**config.mk**
```make
export PLATFORM = sky130hd
export DESIGN_NAME = mem64_port_arbiter
export DESIGN_NICKNAME = d
export VERILOG_FILES = /design/src/rtl/mem64_port_arbiter.sv
export SDC_FILE = /design/constraint.sdc
export NUM_CORES = 1
export LEC_CHECK = 0
export CAP_MARGIN = 20
export CELL_PAD_IN_SITES_DETAIL_PLACEMENT = 0
export CELL_PAD_IN_SITES_GLOBAL_PLACEMENT = 1
export CORE_AREA = 2 2 201 203
export CTS_BUF_LIST = sky130_fd_sc_hd__clkbuf_4 sky130_fd_sc_hd__clkbuf_8
export CTS_CLUSTER_SIZE = 24
export DETAILED_ROUTE_END_ITERATION = 8
export DIE_AREA = 0 0 203 205
export HOLD_SLACK_MARGIN = 0.15
export MAX_ROUTING_LAYER = met4
export PLACE_DENSITY = 0.74
export SETUP_SLACK_MARGIN = 0.2
export SKIP_CTS_REPAIR_TIMING = 1
export SYNTH_ARGS = -nofsm -noshare
export SYNTH_HDL_FRONTEND = slang
export SYNTH_SLANG_ARGS = --single-unit
```
**constraint.sdc**
```tcl
create_clock -name Clk -period 2.19 [get_ports Clk]
set_input_delay 0.438 -clock Clk [delete_from_list [all_inputs] [get_ports Clk]]
set_output_delay 0.438 -clock Clk [all_outputs]
set_load 0.01 [all_outputs]
```
**src/rtl/mem64_port_arbiter.sv**
```systemverilog
// mem64_port_arbiter: round-robin sharing of the 64-bit Memoria64 data port between the CPU path and the debug loader
module mem64_port_arbiter #(
  parameter int ADDR_W = 64,
  parameter int DATA_W = 64,
  parameter int MEM_LAT = 1
) (
  input  logic              Clk,
  input  logic              Reset,
  input  logic              req0,
  input  logic              wr0,
  input  logic [ADDR_W-1:0] addr0,
  input  logic [DATA_W-1:0] wdata0,
  output logic              done0,
  input  logic              req1,
  input  logic              wr1,
  input  logic [ADDR_W-1:0] addr1,
  input  logic [DATA_W-1:0] wdata1,
  output logic              done1,
  output logic [DATA_W-1:0] rdata,
  output logic [ADDR_W-1:0] mem_addr,
  output logic [DATA_W-1:0] mem_wdata,
  output logic              mem_wr,
  input  logic [DATA_W-1:0] mem_rdata,
  output logic              busy,
  output logic              last_gnt
);
  typedef enum logic [1:0] {IDLE, ACCESS, DONE} state_t;
  localparam logic [3:0] LAST = 4'(MEM_LAT - 1);
  state_t state;
  logic [3:0] latCnt;
  logic opWr;
  logic winner;
  // a tie goes to whichever requester was not served most recently
  assign winner = (req0 && req1) ? ~last_gnt : req1;
  // grant, hold the latched command for MEM_LAT cycles, then pulse done for one cycle
  always_ff @(posedge Clk) begin
    if (!Reset) begin
      state <= IDLE;
      done0 <= 1'b0;
      done1 <= 1'b0;
      mem_wr <= 1'b0;
      mem_addr <= '0;
      mem_wdata <= '0;
      rdata <= '0;
      busy <= 1'b0;
      last_gnt <= 1'b1;
      latCnt <= '0;
      opWr <= 1'b0;
    end else begin
      done0 <= 1'b0;
      done1 <= 1'b0;
      mem_wr <= 1'b0;
      case (state)
        IDLE: if (req0 || req1) begin
          state <= ACCESS;
          busy <= 1'b1;
          last_gnt <= winner;
          latCnt <= '0;
          opWr <= winner ? wr1 : wr0;
          mem_wr <= winner ? wr1 : wr0;
          mem_addr <= winner ? addr1 : addr0;
          mem_wdata <= winner ? wdata1 : wdata0;
        end
        ACCESS: if (latCnt == LAST) begin
          state <= DONE;
          rdata <= opWr ? rdata : mem_rdata;
          done0 <= ~last_gnt;
          done1 <= last_gnt;
        end else latCnt <= latCnt + 4'd1;
        DONE: begin
          state <= IDLE;
          busy <= 1'b0;
        end
        default: state <= IDLE;
      endcase
    end
  end
endmodule

```
# == After elaboration in Yosys (flattened, before gate mapping) ==
# Cells that the tools add are included.
# word_totals
reg_bits,204
latchBits,0
ram_bits,0
romBits,0
inputBits,326
output_inout_bits,197
n_memories,0
# classes
n_addsub,1
n_mul,0
div_mod_pow,0
n_lt_le_gt_ge,0
eq_ne,5
shift,0
n_mux,12
bitwise_logic,2
reduce_logical,13
# ops
operator,n
$mux W64,2
$reduce_and A3 Y1,4
$mux W4,2
$pmux W4 S2,1
$ne A2 B2 Y1 const B,3
$reduce_and A2 Y1,3
$add A4 B1 Y4 const B,1
$logic_not A4 Y1,1
$mux W2,2
$pmux W2 S2,1
$reduce_bool A2 Y1,2
$mux W1,3
$eq A2 B1 Y1 const B,1
$eq A2 B2 Y1 const B,1
$logic_not A2 Y1,1
$not A1 Y1,2
$pmux W1 S2,1
$logic_and A1 B1 Y1,1
$logic_or A1 B1 Y1,1

# == Depth between registers and ports, before layout ==
# logic_depth
word_depth,3
ltp_mapped,8
depth_no_buf,5

# == Worst setup path after synthesis ==
# OpenSTA, ideal clock, no wires.
# synth_path
path_kind,register -> register
startpoint,reg latCnt[0]
endpoint,reg rdata[0]
arrival_ns,1.661
required_time_ns,2.118
setup_slack_ns,0.457
stages_incl_launch_ff,9
n_path_buf,3
period_less_slack_ns,1.733
cell_sequence,dfxtp_1 -> inv_1 -> ha_1 -> or3b_1 -> buf_6 -> nor3_4 -> buf_12 -> buf_12 -> mux2i_1
# synth_between
elab_chain_len,2
# synth_rtl
item,line,source
"start, declared",30,logic [3:0] latCnt;
"start signal, assigned",69,end else latCnt <= latCnt + 4'd1;
$logic_not A4 Y1,64,ACCESS: if (latCnt == LAST) begin
$reduce_and A3 Y1 (no source line),-,
"end signal, assigned",66,rdata <= opWr ? rdata : mem_rdata;
"end, declared",19,"output logic [DATA_W-1:0] rdata,"
# Every way passes these cells.
# A chain may end at the register's enable or synchronous reset.

# == Worst setup path in the final report ==
# layout_path
startpoint,reg last_gnt
endpoint,out last_gnt
# layout_rtl
item,line,source
"start, declared",25,output logic last_gnt
"start signal, assigned",57,last_gnt <= winner;
# No word-level cell between the ends.

==> flow_summary_export.csv <==
group,metric,value,unit
clock_network,h-tree-depth,2,
detailed_routing,ant_nets,0,
worst_setup_path,critPathMaxFanout,6,
worst_setup_path,crit_path_end_kind,"primary output",
timing,fmax,0.4970,GHz
placed_design,dp.final_hpwl,26710,µm
clock_network,clk_pin_slew_worst_paths,50,ps
worst_setup_path,critPathRequiredTime,1750,ps
power_and_ir_drop,p_comb_share,27.3,%
run_status,status,"complete, no violations",
detailed_routing,routed_wl,37860,µm
placed_design,portBuffers,522,
clock_network,clock_path_buffers,3,
clock_network,cts_sinks,204,
clock_network,cts_buffers,40,
worst_setup_path,rrSetupSlack,240,ps
timing,finalCriticalPeriod,2012,ps
timing,fin_crit_sh,91.88,%
worst_setup_path,cp-start-kind,"register",
timing,finalSetupViolations,0,
grt,grt_overflow_total,0,
floorplan,pin_count,523,
hold_path,hold_path.class,"input port to register",
final_layout,final_nets,1905,
placed_design,postPlaceCellArea,14840,µm²
worst_setup_path,slowest_delay,600,ps
grt,global_route.usage.total,17.53,%
floorplan,rows,73,
worst_setup_path,slowest_stage,"clkdlybuf4s50_1",
logic_synthesis,muxShareOfSynthArea,7.504,%
floorplan,core,39370,µm²
floorplan,dieArea,41620,µm²
timing,maxSlewHeadroom,62.88,%
power_and_ir_drop,p_per_area,726.6,nW/µm²
placed_design,dp_cells,2045,
placed_design,gp_congestion,0.8310,
floorplan,fp.dieH,205,µm
detailed_routing,vias_per_cell,4.617,
timing,worst_pin_slew,555.4,ps
logic_synthesis,synth_top_family_by_area,"compound AO/OA/AOI/OAI gates",
detailed_routing,avgRoutedWirePerCell,17.75,µm
power_and_ir_drop,p_sw,3332,µW
power_and_ir_drop,ir_drop,0.3489,mV
worst_setup_path,critPathBufInv,1,
worst_setup_path,path_cells,"clkdlybuf4s50_1",
detailed_routing,drc,0,
detailed_routing,vias,9848,
grt,grt_max_degree,78,
logic_synthesis,synth_edf_count,0,
final_layout,final_cells,2133,
timing,slew_viol_final,0,
final_layout,final_layout_size_suffix_gt1_share,9.147,%
timing,rsz0062_at_grt,"true",
worst_setup_path,critPathArrivalTime,1570,ps
final_layout,fill_cells,3985,
power_and_ir_drop,internal-power,8312,µW
grt,grt_pass1_vias,9740,
detailed_routing,dr.pass1.iters,5,
final_layout,layout_common_cells,"clkdlybuf4s50_1 (480), nand2_1 (385), dfxtp_1 (202)",
final_layout,layout_commonest_cell,"clkdlybuf4s50_1",
clock_network,cts_root_buffer,"clkbuf_8",
grt,antenna_found_initial,1,
power_and_ir_drop,p_leak,0.006613,µW
logic_synthesis,synth_cell_types,35,
clock_network,cts_tree,"done",
timing,finClkSkew,13.09,ps
floorplan,initial_utilization,22.36,%
logic_synthesis,synth_cells,1062,
timing,whs,299.1,ps
logic_synthesis,synth_nets,1390,
logic_synthesis,yosysWarnings,0,
power_and_ir_drop,switching_share,28.62,%
logic_synthesis,synth_xor_area_share,0,%
logic_synthesis,ys_ff_latch,204,
logic_synthesis,synth-adder-area-share,0.2843,%
floorplan,die_w,203,µm
worst_setup_path,crit_family,"buffers and inverters",
worst_setup_path,critPathKind,"register to primary output",
power_and_ir_drop,p_clk_share,35.5,%
logic_synthesis,ys.flop_type,"dfxtp_1",
logic_synthesis,syn_avg_cell_area,8.289,µm²
detailed_routing,drt_iter0_drc,469,
grt,grt_pass1_wl,55420,µm
logic_synthesis,syn-cell-area,8803,µm²
logic_synthesis,synthArstFlopShare,0,%
power_and_ir_drop,seq_power_share,37.2,%
timing,hold_viol_final,0,
run,maxCapViolations,0,
logic_synthesis,synth-simple-area-share,17.99,%
final_layout,stdcell_area,16020,µm²
clock_network,clock_latency,570,ps
logic_synthesis,yosysSeqAreaShare,46.39,%
final_layout,area_delta_synth_final,82.02,%
logic_synthesis,synth_compound_gate_area_share,21.18,%
## registers in the layout, summed over array words and instances (netlist names)
signal     cells
mem_addr      64
mem_wdata     64
rdata         64
latCnt         4
state          2
busy           1
done0          1
done1          1
last_gnt       1
mem_wr         1
opWr           1
## metrics by stage
stage | worst slack (ps) | power [µW] | setup TNS [ps] | utilization (%)
after detailed placement | 55.07 | 7558 | 0 | 37.70
after global placement | 93.96 | 7544 | 0 | 37.70
after CTS | -25.01 | 11780 | -25.01 | 39.88
after floorplan | 457.0 | 5654 | 0 | -
final | 177.9 | 11640 | 0 | 40.71
after global routing | 95.09 | 12230 | 0 | 40.71
## cell families after synthesis
logic type	after synthesis
and+or+nand+nor	407
AOI/OAI and AO/OA	271
DFF	204
buffers and inverters	112
muxes	66
adders and majority gates	2
## cells in the mapped netlist, types with 2 or more instances
cell type	number	share of area, %
a21oi_1	132	7.5
a311oi_1	128	13
buf_1	3	0.13
buf_12	7	1.6
buf_2	35	2.0
clkbuf_1	62	2.6
dfxtp_1	204	46
ha_1	2	0.28
inv_1	3	0.13
mux2i_1	66	7.5
nand2_1	385	16
nand2b_1	2	0.14
nand4_1	2	0.14
nor2_1	4	0.17
nor2b_1	2	0.14
nor3_1	3	0.17
o211ai_1	2	0.17
o21ai_0	2	0.11
or2_2	2	0.14
## layout make-up
type	count	area (µm²)	area share, %
Antenna cell	1	2.502	0.01562
Clock buffer	66	795.8	4.966
Timing Repair Buffer	581	6211	38.76
Tap cell	525	656.9	4.099
Sequential cell	204	4089	25.52
Clock inverter	6	61.31	0.3826
Inverter	4	20.02	0.1249
Multi-Input combinational cell	746	4188	26.13
## layer usage
metal / global-route usage, % / up-vias / part of all wire [%]
met1: 20.13 / 4504 / 40
met3: 5.154 / 76 / 9.0
met4: 7.169 / 0 / 3.1
met5: - / - / 0
li1: - / 4779 / -
met2: 28.63 / 489 / 48
## worst paths after layout
path,from,to,cells after the start
setup / recovery,last_gnt$_SDFFE_PN1P_,last_gnt,1
hold / removal,Reset,rdata[49]$_SDFFE_PN0P_,3
setup reg to reg,latCnt[0]$_SDFFE_PN0P_,rdata[20]$_SDFFE_PN0P_,9
hold reg to reg,rdata[15]$_SDFFE_PN0P_,rdata[15]$_SDFFE_PN0P_,2
## power by group through the flow
stage / Combinational (µW) / Sequential [µW] / Clock [µW]
2_1_floorplan: 1090 / 4560 / 0
3_3_place_gp: 3140 / 4400 / 0
3_5_place_dp: 3150 / 4410 / 0
4_1_cts: 3160 / 4340 / 4280
5_1_grt: 3410 / 4380 / 4440
6_report: 3180 / 4340 / 4130
No activity file was read; power rests on OpenSTA's default activity.
